[src/rtl/fetch_unit.sv]
// fetch_unit: instruction fetch stage with PC ownership, imem req/gnt interface and in-order response FIFO
//
// Ports:
//    clk_i, rst_i           clock, asynchronous active-high reset
//    stall_i                decode holding, head is not consumed
//    redirect_i/_pc_i       taken branch/jump, kills everything in flight
//    imem_req_o/_addr_o     memory request and its address
//    imem_gnt_i             request accepted this cycle
//    imem_rvalid_i/_rdata_i in-order response
//    fetch_valid_o          instr_f_o/pc_f_o/pc_plus_4_f_o hold a live instruction
//
// Optional feature: define FETCH_BYPASS_EN to forward a live response straight to
// the outputs when the FIFO is empty (grant N -> valid N+1 instead of N+2).
module fetch_unit #(
   parameter int             DW         = 32,
   parameter logic [DW-1:0]  RESET_PC   = '0,
   parameter int             FIFO_DEPTH = 2
) (
   input  logic          clk_i,
   input  logic          rst_i,
   input  logic          stall_i,
   input  logic          redirect_i,
   input  logic [DW-1:0] redirect_pc_i,
   output logic          imem_req_o,
   output logic [DW-1:0] imem_addr_o,
   input  logic          imem_gnt_i,
   input  logic          imem_rvalid_i,
   input  logic [DW-1:0] imem_rdata_i,
   output logic          fetch_valid_o,
   output logic [DW-1:0] instr_f_o,
   output logic [DW-1:0] pc_f_o,
   output logic [DW-1:0] pc_plus_4_f_o
);
   localparam int AW = $clog2(FIFO_DEPTH);
   localparam int CW = $clog2(FIFO_DEPTH + 1);
   localparam logic [DW-1:0] NOP = DW'(32'h13);

   logic [DW-1:0] req_pc;
   logic [CW-1:0] inflight, discard, count, inflight_n;
   logic [AW-1:0] rd_ptr, wr_ptr, tag_rd, tag_wr;
   logic [DW-1:0] fifo_pc [FIFO_DEPTH];
   logic [DW-1:0] fifo_ins [FIFO_DEPTH];
   logic [DW-1:0] tags [FIFO_DEPTH];
   logic gnt_fire, rsp_fire, rsp_live, bypass, push, pop;
   logic [DW-1:0] head_pc, head_ins;

`ifdef FETCH_BYPASS_EN
   assign bypass = (count == '0) & rsp_live;
`else
   assign bypass = 1'b0;
`endif

   always_comb begin
      // credit covers both outstanding requests and buffered words, so a granted response always has a slot
      imem_req_o    = ~rst_i & ((int'(inflight) + int'(count)) < FIFO_DEPTH);
      imem_addr_o   = req_pc;
      gnt_fire      = imem_req_o & imem_gnt_i;
      // an rvalid with nothing outstanding is a protocol error and is ignored
      rsp_fire      = imem_rvalid_i & (inflight != '0);
      rsp_live      = rsp_fire & (discard == '0);
      inflight_n    = inflight + CW'(gnt_fire) - CW'(rsp_fire);
      fetch_valid_o = (count != '0) | bypass;
      pop           = (count != '0) & ~stall_i & ~redirect_i;
      // a bypassed word consumed in the same cycle never enters the FIFO
      push          = rsp_live & ~redirect_i & ~(bypass & ~stall_i);
      head_pc       = (count != '0) ? fifo_pc[rd_ptr] : tags[tag_rd];
      head_ins      = (count != '0) ? fifo_ins[rd_ptr] : imem_rdata_i;
      instr_f_o     = fetch_valid_o ? head_ins : NOP;
      pc_f_o        = fetch_valid_o ? head_pc : '0;
      pc_plus_4_f_o = fetch_valid_o ? head_pc + DW'(4) : '0;
   end

   always_ff @(posedge clk_i or posedge rst_i) begin
      if (rst_i) begin
         req_pc   <= RESET_PC;
         inflight <= '0;
         discard  <= '0;
         count    <= '0;
         rd_ptr   <= '0;
         wr_ptr   <= '0;
         tag_rd   <= '0;
         tag_wr   <= '0;
      end else begin
         inflight <= inflight_n;
         if (redirect_i) begin
            // every request still outstanding after this edge belongs to the killed path
            req_pc  <= redirect_pc_i;
            discard <= inflight_n;
            count   <= '0;
            rd_ptr  <= '0;
            wr_ptr  <= '0;
            tag_rd  <= '0;
            tag_wr  <= '0;
         end else begin
            if (gnt_fire) begin
               req_pc <= req_pc + DW'(4);
               tag_wr <= tag_wr + 1'b1;
            end
            if (rsp_fire && discard != '0) discard <= discard - 1'b1;
            if (rsp_live) tag_rd <= tag_rd + 1'b1;
            if (push) wr_ptr <= wr_ptr + 1'b1;
            if (pop) rd_ptr <= rd_ptr + 1'b1;
            count <= count + CW'(push) - CW'(pop);
         end
      end
   end

   always_ff @(posedge clk_i) begin
      if (gnt_fire && !redirect_i) tags[tag_wr] <= req_pc;
      if (push) begin
         fifo_pc[wr_ptr]  <= tags[tag_rd];
         fifo_ins[wr_ptr] <= imem_rdata_i;
      end
   end
endmodule
[config.mk]
export PLATFORM = sky130hd
export DESIGN_NAME = fetch_unit
export DESIGN_NICKNAME = d
export VERILOG_FILES = /design/src/rtl/fetch_unit.sv
export SDC_FILE = /design/constraint.sdc
export NUM_CORES = 1
export LEC_CHECK = 0
export CORE_MARGIN = 2
export CORE_UTILIZATION = 57
export DETAILED_ROUTE_END_ITERATION = 8
export HOLD_SLACK_MARGIN = 0.08
export PLACE_DENSITY = 0.9
export SETUP_SLACK_MARGIN = 0.15
export SLEW_MARGIN = 30
export SYNTH_ARGS = -nofsm -noshare
export SYNTH_HDL_FRONTEND = slang
export SYNTH_SLANG_ARGS = --single-unit
[constraint.sdc]
create_clock -name clk_i -period 7.8 [get_ports clk_i]
set_input_delay 1.56 -clock clk_i [delete_from_list [all_inputs] [get_ports clk_i]]
set_output_delay 1.56 -clock clk_i [all_outputs]
set_load 0.01 [all_outputs]
== After elaboration in Yosys (flattened, before gate mapping) ==
Memories as Yosys holds them, arrays and structs flattened.
Cells that the tools add are included.
Storage, ports and cells
  register bits: 42
  RAM bits: 192
  input bits: 70
  output and inout bits: 130
  logic and storage cells: 67
  memories: 3
Memories
  fifo_ins: depth 2, width 32, read ports 1, clocked after Yosys merged registers in 0, wr ports 1, line 42  | logic [DW-1:0] fifo_ins [FIFO_DEPTH];
  fifo_pc: depth 2, width 32, read ports 1, clocked after Yosys merged registers in 0, wr ports 1, line 41  | logic [DW-1:0] fifo_pc [FIFO_DEPTH];
  tags: depth 2, width 32, read ports 1, clocked after Yosys merged registers in 0, wr ports 1, line 43  | logic [DW-1:0] tags [FIFO_DEPTH];
Cells by class
  add/subtract/negate cells: 12
  order comparisons: 1
  mux-type cells: 21
  bitwise operators: 10
  reductions and logical operators: 12
Operator list (number)
  2-to-1 mux 32 bit: 6
  adder 32 x 3 -> 32 bit (second input constant): 2
  nonzero test 2 bit: 8
  2-to-1 mux 1 bit: 12
  AND 1 bit: 7
  2-to-1 mux 2 bit: 3
  adder 1 bit (second input constant): 4
  adder 2 x 1 -> 2 bit: 2
  subtractor 2 x 1 -> 2 bit: 2
  adder 2 x 2 -> 3 bit: 1
  less-than comparator 3 x 2 -> 1 bit (second input constant): 1
  inverter 1 bit: 3
  logical AND 1 bit: 2
  logical NOT 2 bit: 1
  subtractor 2 x 1 -> 2 bit (second input constant): 1
  logical NOT 1 bit: 1

== Longest topological paths before layout ==
  depth in word-level cells: 7
  depth in mapped cells: 13
  gate-level depth less buffers: 10

== Worst setup path before layout ==
No wires, ideal clock.
  path kind: input port to flip-flop
  from: in imem_rvalid_i
  to: mem fifo_ins[0][0], enable pin
  setup time: 486 ps
  arrival time: 4781 ps
  required time: 7314 ps
  path slack: 2532 ps
  stages on the path: 4
  path buffers: 0
  path through: o21a_1 -> nand2_1 -> or2_2 -> nor2_1
On the way
  longest elaborated chain between the ends: 5
Ends and longest elaborated chain
  start: declaration: line 27  | input logic imem_rvalid_i,
  AND 1 bit: line 59  | rsp_fire = imem_rvalid_i & (inflight != '0);
  AND 1 bit: line 60  | rsp_live = rsp_fire & (discard == '0);
  AND 1 bit: line 65  | push = rsp_live & ~redirect_i & ~(bypass & ~stall_i);
  2-to-1 mux 1 bit: line 110  | if (push) begin
  2-to-1 mux 1 bit (implied by the code): line 112  | fifo_ins[wr_ptr] <= imem_rdata_i;
  end: declaration: line 42
Every way passes these cells.

== Final worst setup path ==
  from: reg count[1]
  to: out pc_plus_4_f_o[26]
On the way
  longest elaborated chain between the ends: 4
Ends and longest elaborated chain
  start: declaration: line 39  | logic [CW-1:0] inflight, discard, count, inflight_n;
  start signal: assignment: line 103  | count <= count + CW'(push) - CW'(pop);
  nonzero test 2 bit (*): line 62, 66
  2-to-1 mux 32 bit: line 66  | head_pc = (count != '0) ? fifo_pc[rd_ptr] : tags[tag_rd];
  adder 32 x 3 -> 32 bit: line 70  | pc_plus_4_f_o = fetch_valid_o ? head_pc + DW'(4) : '0;
  2-to-1 mux 32 bit (*): line 70
  end: declaration: line 32  | output logic [DW-1:0] pc_plus_4_f_o
Every way passes the cells marked *; elsewhere a longest branch is shown, timed or not.

==> results.txt <==
----------------------------------------------------
[Power]
  Internal power contribution ... roughly 2600 µW
  Leakage power ... about 0.0047 µW
  Seq pwr share ... between 40 and 50%
  Switch Pwr ... approximately 1100 µW
  Part of the total power dissipated in the clock network ... 29.9%
  Logic pwr share ... approximately 28%
  Switching share of total power ... 29.56%
  Largest voltage drop on the vdd net ... 0.1874 mV
  Pwr per Cell Area ... around 270 mW/mm²

[Yosys]
  Synthesis Warnings ... 0
  Mean instance size in the synthesized netlist ... roughly 13 µm²
  Cell count after synthesis ... 815
  Number of distinct library cells after synthesis ... 59
  Number of nets produced by synthesis ... slightly below 900
  Sequential-to-total area share from yosys stat ... 63.64%
  Area of the mapped netlist ... around 0.011 mm²
  EDFF count, synth ... around 190
  Leading register cell type out of synthesis ... sky130_fd_sc_hd__edfxtp_1
  Fraction of synthesis flops using an asynchronous set or reset pin ... 17.95%
  Yosys reg bits ... ~230

[Min path]
  Instance count along the most critical hold path ... 0
  Type of the most critical hold path ... reg -> reg
  Hold wc startpoint ... imem_addr_o[1]
  Worst min-delay path endpoint ... tags[0][1]

[STA]
  Slew HR ... approximately two fifths
  Setup TNS Final ... 0 ps
  Highest clock rate ... between 150 and 200 MHz
  Number of pins with negative max-slew slack in the final report ... 0
  Setup violators final ... 0
  Worst setup skew after layout ... between 10 and 15 ps
  Worst Tran Pin Value ... about 920 ps
  Final Hold Violating Endpoints ... 0
  Minimum period implied by the final worst setup slack ... around 6200 ps
  Min Hold Slack ... 527.8 ps
  Tcrit/Tclk final ... 80.11%
  Unrepaired setup endpoints after global routing ... no

[Placement]
  Post-detail-place hpwl ... between 15000 and 20000 µm
  Final weighted congestion in routability-driven placement ... 0.8864
  Quantity of I/O buffers inserted on ports ... just under 200

[Drt]
  First-pass iteration count of the detailed router ... 5
  Via count ... 7347
  Number of vias per cell ... approximately 5.8
  Post-route ant nets ... 0
  Final routed wire length divided by cell count ... just under 20 µm
  Initial DRC Count ... approximately 640
  Wire length after detailed routing ... between 20000 and 30000 µm
  Total DRC errors in the routed layout ... 0

[Worst setup path]
  Crit Path Class ... reg -> out
  Timing startpoint of the critical path ... count[1]
  Reg2Reg Launch Point ... count[0]
  Max FO, Critical Path ... 37
  Number of cells traversed by the worst register-to-register path ... 8
  Worst endpoint data arrival time ... about 4700 ps
  Worst r2r dst ... imem_addr_o[31]
  Launching element type of the critical path ... flop
  Required time reported for the critical path endpoint ... ~6200 ps
  R2r setup slk ... between 4000 and 5000 ps
  Critical path capture point type ... primary output

[Layout]
  Register cell area after layout ... a little under 0.007 mm²
  Most common library cell in the layout ignoring fill and taps ... sky130_fd_sc_hd__clkdlybuf4s50_1
  Net count of the finished layout ... between 1000 and 1500
  Highest-count cells in the layout ignoring fill and taps ... sky130_fd_sc_hd__clkdlybuf4s50_1, sky130_fd_sc_hd__edfxtp_1, sky130_fd_sc_hd__nor2_1, sky130_fd_sc_hd__mux2i_1, sky130_fd_sc_hd__nand2_1
  Area growth, synth to finish ... 27.56%
  Filler instances ... around 1200
  Area used by multi-input combinational logic ... 0.003640 mm²
  Fraction of layout cells with a size suffix above 1 ... about a tenth
  Diodes inserted ... 0

[Die]
  Die footprint ... about 0.020 mm²
  Die span in x ... ~140 µm
  Initial core utilization ... 57.64%
  I/O pin cnt ... 200
  Num rows ... 50
  Overall die height ... 141.1 µm
  Area inside the core boundary ... about 0.019 mm²

[Clocking]
  Number of buffers created by CTS ... 23
  CTS clk-pin slew, worst paths ... 60 ps
  Number of buffers on the longest clock path ... 3
  Hold-fix buffer count after cts ... 0
  Post-CTS setup repair buffer count ... 0
  Clock tree from TritonCTS ... done
  Total clock sinks ... about 230
  Total of cells resized after clock tree synthesis ... 0
  Latest clock arrival within the worst-skew pair ... 510 ps
  Number of H-tree levels ... 1
  Clock root buffer master ... sky130_fd_sc_hd__clkbuf_16

[Outcome]
  Status ... finished, final reports clean

[Flow run]
  MaxCap Viol Count ... 0

[Global routing]
  Number of antenna violations at the first check in global routing ... 0
  Global-route wire length before repair ... 38930 µm
  Largest net degree at the start of global routing ... 76
  Via count of the first global-routing pass ... around 7200
  All-layer global routing usage ... between 20% and 30%
  Overflow left after global routing ... 0

----------------------------------------------------
## metal layers
metal | track usage [%] | up-vias | routed length (µm)
li1 | - | 3386 | -
met1 | 34.70 | 3562 | 10400
met2 | 40.73 | 342 | 12230
met3 | 3.295 | 57 | 1705
met4 | 8.474 | 0 | 725
met5 | 0 | - | 0
## power groups by stage
stage	Sequential, µW	Combinational (µW)	Clock, µW
4_1_cts	1580	1040	1120
3_3_place_gp	1590	999	0
2_1_floorplan	1570	618	0
3_5_place_dp	1600	1020	0
6_report	1580	1040	1110
5_1_grt	1590	1110	1170
## critical path, stage by stage, from the launching register on
cell	delay, ps
sky130_fd_sc_hd__dfrtp_1	440
sky130_fd_sc_hd__nor2_4	100
sky130_fd_sc_hd__buf_4	360
sky130_fd_sc_hd__inv_1	500
sky130_fd_sc_hd__and2_1	330
sky130_fd_sc_hd__nor2_1	110
sky130_fd_sc_hd__ha_1	200
sky130_fd_sc_hd__o21ai_1	200
sky130_fd_sc_hd__nor4_4	810
sky130_fd_sc_hd__nand4_1	200
sky130_fd_sc_hd__mux2_1	360
sky130_fd_sc_hd__clkdlybuf4s50_1	540
## sequential cells by signal, indices dropped and copies added, names as in the netlist
| signal | cells |
|---|---|
| wr_ptr | 1 |
| tag_wr | 1 |
| discard | 2 |
| fifo_pc | 64 |
| tag_rd | 1 |
| imem_addr_o | 32 |
| tags | 64 |
| count | 2 |
| rd_ptr | 1 |
| inflight | 2 |
| fifo_ins | 64 |
## logic make-up (layout without fill, tap and decap cells)
logic type / count (synthesis) / after routing / share of synthesized area [%]
DFF: 234 / 234 / 63.64
xor gates and xnor gates: 48 / 48 / 3.925
adders and majority gates: 8 / 8 / 1.005
and+or+nand+nor: 272 / 272 / 13.03
AOI/OAI and AO/OA: 83 / 83 / 4.942
muxes: 111 / 111 / 10.85
buffers and inverters: 59 / 272 / 2.605
## synthesized netlist by cell type (all sizes together), types with 4 or more instances
library cell | instances | area [µm²]
a211oi | 10 | 80.07
a21oi | 9 | 45.04
and2 | 13 | 81.33
and3 | 8 | 50.05
buf | 24 | 147.6
clkbuf | 14 | 52.55
dfrtp | 42 | 1051
edfxtp | 192 | 5766
ha | 7 | 87.58
inv | 21 | 78.83
mux2 | 41 | 461.7
mux2i | 70 | 700.7
nand2 | 61 | 229.0
nand3 | 20 | 100.1
nand3b | 8 | 72.57
nand4 | 15 | 93.84
nor2 | 101 | 386.6
nor3 | 11 | 55.05
nor4 | 12 | 126.4
o21ai | 42 | 210.2
o221ai | 4 | 47.55
o22ai | 6 | 43.79
or3 | 4 | 30.03
xnor2 | 25 | 219.0
xor2 | 23 | 201.4
## how the worst max path moves through the flow
stage | to | cells after the start | slack, ps
after global placement | pc_plus_4_f_o[26] | 11 | 2270
after global routing | pc_plus_4_f_o[26] | 10 | 1330
after CTS | pc_plus_4_f_o[26] | 11 | 1580
after detailed placement | pc_plus_4_f_o[26] | 11 | 2150
final | pc_plus_4_f_o[26] | 11 | 1550
after floorplan | fifo_ins[0][0] | 4 | 2530
## through the flow
step                      power, µW  instance area (µm²)  util [%]  setup slack [ps]  std cells
after floorplan                2187                10710         -              2532        815
after global placement         2591                12900     69.44              2270       1221
after detailed placement       2623                12900     69.44              2148       1221
after CTS                      3737                13660     73.53              1581       1262
after global routing           3874                13660     73.53              1326       1262
final                          3730                13660     73.53              1552       1262
## layout make-up
cell class	instances	share of cell area, %
Sequential cell	234	49.93
Tap cell	234	2.143
Multi-Input combinational cell	522	26.64
Inverter	21	0.5770
Clock buffer	27	4.469
Timing Repair Buffer	210	15.15
Clock inverter	14	1.090
Power figures use the tool's default switching activity.
